**src/rtl/bitonic_merge_network_8_pkg.sv**
```systemverilog
// Shared types and constants for the merger-tree node: lane geometry, tuple
// and sideband types, and lane extraction.
package bitonic_merge_network_8_pkg;

    localparam int LANES   = 4;
    localparam int ELEM_W  = 32;
    localparam int TUPLE_W = LANES * ELEM_W;
    localparam int NET_N   = 2 * LANES;

    typedef logic [ELEM_W-1:0]  key_t;
    typedef logic [TUPLE_W-1:0] tuple_t;

    typedef struct packed {
        tuple_t top_tuple;
        logic   switch_output;
        logic   stall;
    } sideband_t;

    // A flushed slot is a bubble: stall set, everything else cleared.
    localparam sideband_t SIDEBAND_RST = '{top_tuple: '0, switch_output: 1'b0, stall: 1'b1};

    function automatic key_t get_lane(input tuple_t t, input int unsigned k);
        return t[k*ELEM_W +: ELEM_W];
    endfunction

endpackage

```
**src/rtl/bitonic_merge_network_8_if.sv**
```systemverilog
// Tuple-pair bus of the bitonic merge network: inputs, sideband and results.
interface bitonic_merge_network_8_if
    import bitonic_merge_network_8_pkg::*;
#(
    parameter int DATA_WIDTH = TUPLE_W
);
    logic [DATA_WIDTH-1:0] i_elems_0;
    logic [DATA_WIDTH-1:0] i_elems_1;
    logic [DATA_WIDTH-1:0] top_tuple;
    logic                  switch_output;
    logic                  stall;
    logic [DATA_WIDTH-1:0] o_elems_0;
    logic [DATA_WIDTH-1:0] o_elems_1;
    logic [DATA_WIDTH-1:0] o_top_tuple;
    logic                  o_switch_output;
    logic                  o_stall;

    modport master (
        output i_elems_0, i_elems_1, top_tuple, switch_output, stall,
        input  o_elems_0, o_elems_1, o_top_tuple, o_switch_output, o_stall
    );

    modport slave (
        input  i_elems_0, i_elems_1, top_tuple, switch_output, stall,
        output o_elems_0, o_elems_1, o_top_tuple, o_switch_output, o_stall
    );

endinterface

```
**src/rtl/bitonic_merge_network_8_cas_unit.sv**
```systemverilog
// Combinational unsigned compare-exchange: smaller key to min_key, larger to max_key.
module cas_unit
    import bitonic_merge_network_8_pkg::*;
(
    input  key_t a,
    input  key_t b,
    output key_t min_key,
    output key_t max_key
);
    logic swap;

    assign swap    = (a > b);
    assign min_key = swap ? b : a;
    assign max_key = swap ? a : b;

endmodule

```
**src/rtl/bitonic_merge_network_8.sv**
```systemverilog
// Three-stage pipelined bitonic merger of two ascending 4-key tuples, with the
// sideband delayed alongside so cascaded nodes stay slot-aligned.
module bitonic_merge_network_8
    import bitonic_merge_network_8_pkg::*;
#(
    parameter int DATA_WIDTH = TUPLE_W
)
(
    input  logic                     i_clk,
    input  logic                     i_rst,
    bitonic_merge_network_8_if.slave bus
);
    localparam int LANE_W = DATA_WIDTH / LANES;

    key_t      v0      [NET_N];
    key_t      s1_next [NET_N];
    key_t      s1_reg  [NET_N];
    key_t      s2_next [NET_N];
    key_t      s2_reg  [NET_N];
    key_t      s3_next [NET_N];
    key_t      s3_reg  [NET_N];
    sideband_t sb0;
    sideband_t sb1_reg;
    sideband_t sb2_reg;
    sideband_t sb3_reg;
    logic [DATA_WIDTH-1:0] out_lo;
    logic [DATA_WIDTH-1:0] out_hi;

    // B is placed reversed behind A so the 8-vector is bitonic.
    genvar gi;
    generate
        for (gi = 0; gi < LANES; gi++) begin : g_stage0
            assign v0[gi]         = get_lane(bus.i_elems_0, gi);
            assign v0[NET_N-1-gi] = get_lane(bus.i_elems_1, gi);
        end

        for (gi = 0; gi < LANES; gi++) begin : g_stage1
            cas_unit u_cas (
                .a       (v0[gi]),
                .b       (v0[gi+4]),
                .min_key (s1_next[gi]),
                .max_key (s1_next[gi+4])
            );
        end

        for (gi = 0; gi < LANES; gi++) begin : g_stage2
            localparam int LO = (gi / 2) * 4 + (gi % 2);
            cas_unit u_cas (
                .a       (s1_reg[LO]),
                .b       (s1_reg[LO+2]),
                .min_key (s2_next[LO]),
                .max_key (s2_next[LO+2])
            );
        end

        for (gi = 0; gi < LANES; gi++) begin : g_stage3
            cas_unit u_cas (
                .a       (s2_reg[2*gi]),
                .b       (s2_reg[2*gi+1]),
                .min_key (s3_next[2*gi]),
                .max_key (s3_next[2*gi+1])
            );
        end
    endgenerate

    assign sb0 = '{top_tuple: bus.top_tuple, switch_output: bus.switch_output, stall: bus.stall};

    // Never frozen: stall is carried as data, reset flushes every slot to a bubble.
    always_ff @(posedge i_clk) begin
        if (i_rst) begin
            for (int k = 0; k < NET_N; k++) begin
                s1_reg[k] <= '0;
                s2_reg[k] <= '0;
                s3_reg[k] <= '0;
            end
            sb1_reg <= SIDEBAND_RST;
            sb2_reg <= SIDEBAND_RST;
            sb3_reg <= SIDEBAND_RST;
        end else begin
            s1_reg  <= s1_next;
            s2_reg  <= s2_next;
            s3_reg  <= s3_next;
            sb1_reg <= sb0;
            sb2_reg <= sb1_reg;
            sb3_reg <= sb2_reg;
        end
    end

    always_comb begin
        out_lo = '0;
        out_hi = '0;
        for (int k = 0; k < LANES; k++) begin
            out_lo[k*LANE_W +: LANE_W] = s3_reg[k];
            out_hi[k*LANE_W +: LANE_W] = s3_reg[k+LANES];
        end
    end

    assign bus.o_elems_0       = out_lo;
    assign bus.o_elems_1       = out_hi;
    assign bus.o_top_tuple     = sb3_reg.top_tuple;
    assign bus.o_switch_output = sb3_reg.switch_output;
    assign bus.o_stall         = sb3_reg.stall;

endmodule

```
**src/flat_wrapper.sv**
```systemverilog
// flat-port wrapper written by rule: the top's interface ports become plain ports
module bitonic_merge_network_8_flat import bitonic_merge_network_8_pkg::*;
#(
    parameter int DATA_WIDTH = TUPLE_W
)
  (i_clk, i_rst, bus_i_elems_0, bus_i_elems_1, bus_top_tuple, bus_switch_output, bus_stall, bus_o_elems_0, bus_o_elems_1, bus_o_top_tuple, bus_o_switch_output, bus_o_stall);
  bitonic_merge_network_8_if #(.DATA_WIDTH(DATA_WIDTH)) bus_i ();
  input  logic i_clk;
  input  logic i_rst;
  input wire logic [$bits(bus_i.i_elems_0)-1:0] bus_i_elems_0;
  input wire logic [$bits(bus_i.i_elems_1)-1:0] bus_i_elems_1;
  input wire logic [$bits(bus_i.top_tuple)-1:0] bus_top_tuple;
  input wire logic [$bits(bus_i.switch_output)-1:0] bus_switch_output;
  input wire logic [$bits(bus_i.stall)-1:0] bus_stall;
  output wire logic [$bits(bus_i.o_elems_0)-1:0] bus_o_elems_0;
  output wire logic [$bits(bus_i.o_elems_1)-1:0] bus_o_elems_1;
  output wire logic [$bits(bus_i.o_top_tuple)-1:0] bus_o_top_tuple;
  output wire logic [$bits(bus_i.o_switch_output)-1:0] bus_o_switch_output;
  output wire logic [$bits(bus_i.o_stall)-1:0] bus_o_stall;
  assign bus_i.i_elems_0 = bus_i_elems_0;
  assign bus_i.i_elems_1 = bus_i_elems_1;
  assign bus_i.top_tuple = bus_top_tuple;
  assign bus_i.switch_output = bus_switch_output;
  assign bus_i.stall = bus_stall;
  assign bus_o_elems_0 = bus_i.o_elems_0;
  assign bus_o_elems_1 = bus_i.o_elems_1;
  assign bus_o_top_tuple = bus_i.o_top_tuple;
  assign bus_o_switch_output = bus_i.o_switch_output;
  assign bus_o_stall = bus_i.o_stall;
  bitonic_merge_network_8 #(.DATA_WIDTH(DATA_WIDTH)) u_core (.i_clk(i_clk), .i_rst(i_rst), .bus(bus_i));
endmodule
```
**config.mk**
```make
export PLATFORM = sky130hd
export DESIGN_NAME = bitonic_merge_network_8_flat
export DESIGN_NICKNAME = d
export VERILOG_FILES = /design/src/rtl/bitonic_merge_network_8_pkg.sv /design/src/rtl/bitonic_merge_network_8_if.sv /design/src/rtl/bitonic_merge_network_8_cas_unit.sv /design/src/rtl/bitonic_merge_network_8.sv /design/src/flat_wrapper.sv
export SDC_FILE = /design/constraint.sdc
export NUM_CORES = 2
export LEC_CHECK = 0
export ABC_CLOCK_PERIOD_IN_PS = 2420
export CAP_MARGIN = 20
export CORE_MARGIN = 8
export CORE_UTILIZATION = 38
export CTS_CLUSTER_DIAMETER = 150
export DETAILED_ROUTE_END_ITERATION = 16
export SKIP_CTS_REPAIR_TIMING = 1
export SYNTH_ARGS = -nofsm -noshare
export SYNTH_HDL_FRONTEND = slang
export SYNTH_SLANG_ARGS = --single-unit
```
**constraint.sdc**
```tcl
create_clock -name i_clk -period 2.42 [get_ports i_clk]
set_input_delay 0.363 -clock i_clk [delete_from_list [all_inputs] [get_ports i_clk]]
set_output_delay 0.363 -clock i_clk [all_outputs]
set_load 0.01 [all_outputs]
```
==> metrics.cfg <==
[grt]
grt_max_degree=176
grt_usage_pct=26.5
grt.overflow.total=0
grt_pass1_wl_mm=318
antenna_found_initial=16
grt_pass1_vias=50458

[worst_setup_path]
cp-end-kind=flop
crit_family=simple AND/OR/NAND/NOR gates
critPathMaxStageDelay_ns=0.62
cp.required_ns=3.04
cp_num_buf_inv=2
crit_fanout=8
arrival_ns=3.30
cp-start-kind=flop
crit_type=reg2reg
path_cells=inv_2, ha_4, nand4_1, or4_4, a311oi_4, or2_4, buf_12, mux2i_4
rrSetupSlack_ns=-0.26
slowest_stage=or4_4

[power]
switchingPower_w=0.0213
p_int_w=0.0428
clock_power_share_pct=30.3
p_leak_nw=31.2
total_power_w=0.0641
power_density_mw_per_mm2=788
pwr-share-comb_pct=33.8
switching_share_pct=33.3
p_seq_share_pct=35.9
ir_drop_mv=0.765

[logic_synthesis]
ys_top_cells_by_area=dfxtp_1 43%, a32oi_1 21%, ha_1 8.9%
synth_warnings=0
synth-edff-count=0
async_flop_share_pct=0
ys_seq_area_share_pct=42.9
ys_ff_latch=1158
synth_top_area_share_pct=42.9
synthCells=5682
syn_avg_cell_area_um2=9.52
synthTopCellsByCount=1280 x a32oi_1, 1158 x dfxtp_1, 639 x o21ai_0
synth_area_mm2=0.0541
synth_ff_type=dfxtp_1
syn-num-nets=6454
synth.most_common_cell=a32oi_1
yosysTopAreaCell=dfxtp_1
synthDistinctLibCells=57

[die]
start_util_pct=38.2
dieArea_mm2=0.155
rows=138
die_w_um=393
die_h_um=393
ios=774
core_area_mm2=0.141

[clock_tree]
clock_latency_ns=0.79
clk_pin_slew_ns=0.07
cts_buffers=117
htreeDepth=3
cts_tree=done
max-clock-path-buffers=3
clockRootBuffer=clkbuf_16
cts_sinks=1158

[timing]
hold_slack_ns=0.113
fin_skew_ns=0.0794
finalCritPeriodShare_pct=111
finalSetupTns_ns=-40.42
finalWorstSetupSlack_ns=-0.262
setup_viol=389
worst_pin_slew_ns=0.842
rsz0062_at_grt=true
clock.fmax_ghz=0.373
hold_viol_final=0
drv_slew=0
slew_headroom_pct=43.9
layout_min_cycle_time_ns=2.68

[run]
maxCapViolCount=0

[finish]
fillers=11909
areaGrowthSynthToFinish_pct=50.5
stdcell_area_mm2=0.0814
drive_gt1_share_pct=28.2
nets=8058

[routing]
postRouteAntennaNets=0
firstDrtPassIters=8
vias_per_cell=6.04
num_vias=56059
wl_per_cell_um=25.0
drc=0
dr.first_iter.drc_count=6339
routed_wl_mm=232

[place]
gp_congestion=0.954
placed_area_mm2=0.0724
dp_hpwl_mm=171
port-buffer-count=773

[min_path]
hold_class=in2reg

[status]
violations=setup timing
status=complete, but fails checks

==> cell families after synthesis <==
kind of cell / Yosys count / synth area share, %
adders and majority gates: 384 / 8.88
muxes: 128 / 2.37
AOI/OAI and AO/OA: 2234 / 30.4
buffers and inverters: 929 / 6.74
DFF: 1158 / 42.9
and+or+nand+nor: 849 / 8.78
==> power groups by stage <==
stage / logic [W] / registers (W) / clock network (W)
global route: 0.0229 / 0.0231 / 0.0206
floorplan: 0.00781 / 0.0229 / 0
CTS: 0.0176 / 0.0228 / 0.0198
global placement: 0.0170 / 0.0232 / 0
detailed placement: 0.0175 / 0.0232 / 0
finish: 0.0216 / 0.0230 / 0.0194
==> routing by layer <==
| metal | vias up | share of wire (%) | track usage, % |
|---|---|---|---|
| met5 | - | 0.014 | 0 |
| li1 | 25377 | - | - |
| met3 | 531 | 8.6 | 4.82 |
| met1 | 27210 | 40 | 33.5 |
| met4 | 4 | 5.6 | 12.6 |
| met2 | 2937 | 46 | 43.7 |
==> final cells by class <==
class	instances	area (um2)	area share [%]
clock inverter	55	932	1.15
sequential	1158	23600	29.0
multi-input combinational	3597	30200	37.1
clock buffer	161	3240	3.99
antenna	12	30.0	0.0369
tap	1890	2360	2.91
inverter	386	1470	1.81
timing repair buffer	2026	19600	24.0
==> per-stage QoR <==
step | util, % | cells | setup WS [ns]
after floorplan | - | 5682 | 0.0811
after global placement | 51.2 | 8969 | -0.768
after detailed placement | 51.2 | 8971 | -0.626
after CTS | 54.1 | 9187 | -0.592
after global routing | 57.5 | 9282 | -0.318
final | 57.5 | 9285 | -0.262
==> worst paths after layout <==
kind,from,end,cells past startpoint
setup / recovery,u_core.s1_reg[55]$_SDFF_PP0_,u_core.s2_reg[36]$_SDFF_PP0_,8
hold / removal,bus_top_tuple[45],u_core.sb1_reg[47]$_SDFF_PP0_,2
hold reg to reg,u_core.sb1_reg[85]$_SDFF_PP0_,u_core.sb2_reg[85]$_SDFF_PP0_,1
setup reg to reg,u_core.s1_reg[55]$_SDFF_PP0_,u_core.s2_reg[36]$_SDFF_PP0_,8
==> cell usage in the layout (no fill, tap or decap), types with 14 or more instances in the layout <==
cell type        instances
buf_12                 120
dfxtp_2                171
clkbuf_1                29
clkdlybuf4s50_1        772
nor2_1                  19
bufinv_16               17
a32oi_1               1184
buf_4                 1057
o21ai_1                 93
ha_4                    72
mux2i_1                 84
dfxtp_1                942
clkbuf_16              158
dfxtp_4                 45
mux2i_2                 15
a32oi_2                 96
a21oi_1                145
inv_1                  345
mux2i_4                 29
buf_6                   27
nand3_1                 37
inv_2                   33
ha_1                   312
o21ai_0                530
nor2b_1                397
clkbuf_8                15
and4_1                  14
nand4_1                 84
o21ai_2                 57
nand2_1                199
(Power assumes the default switching activity.)
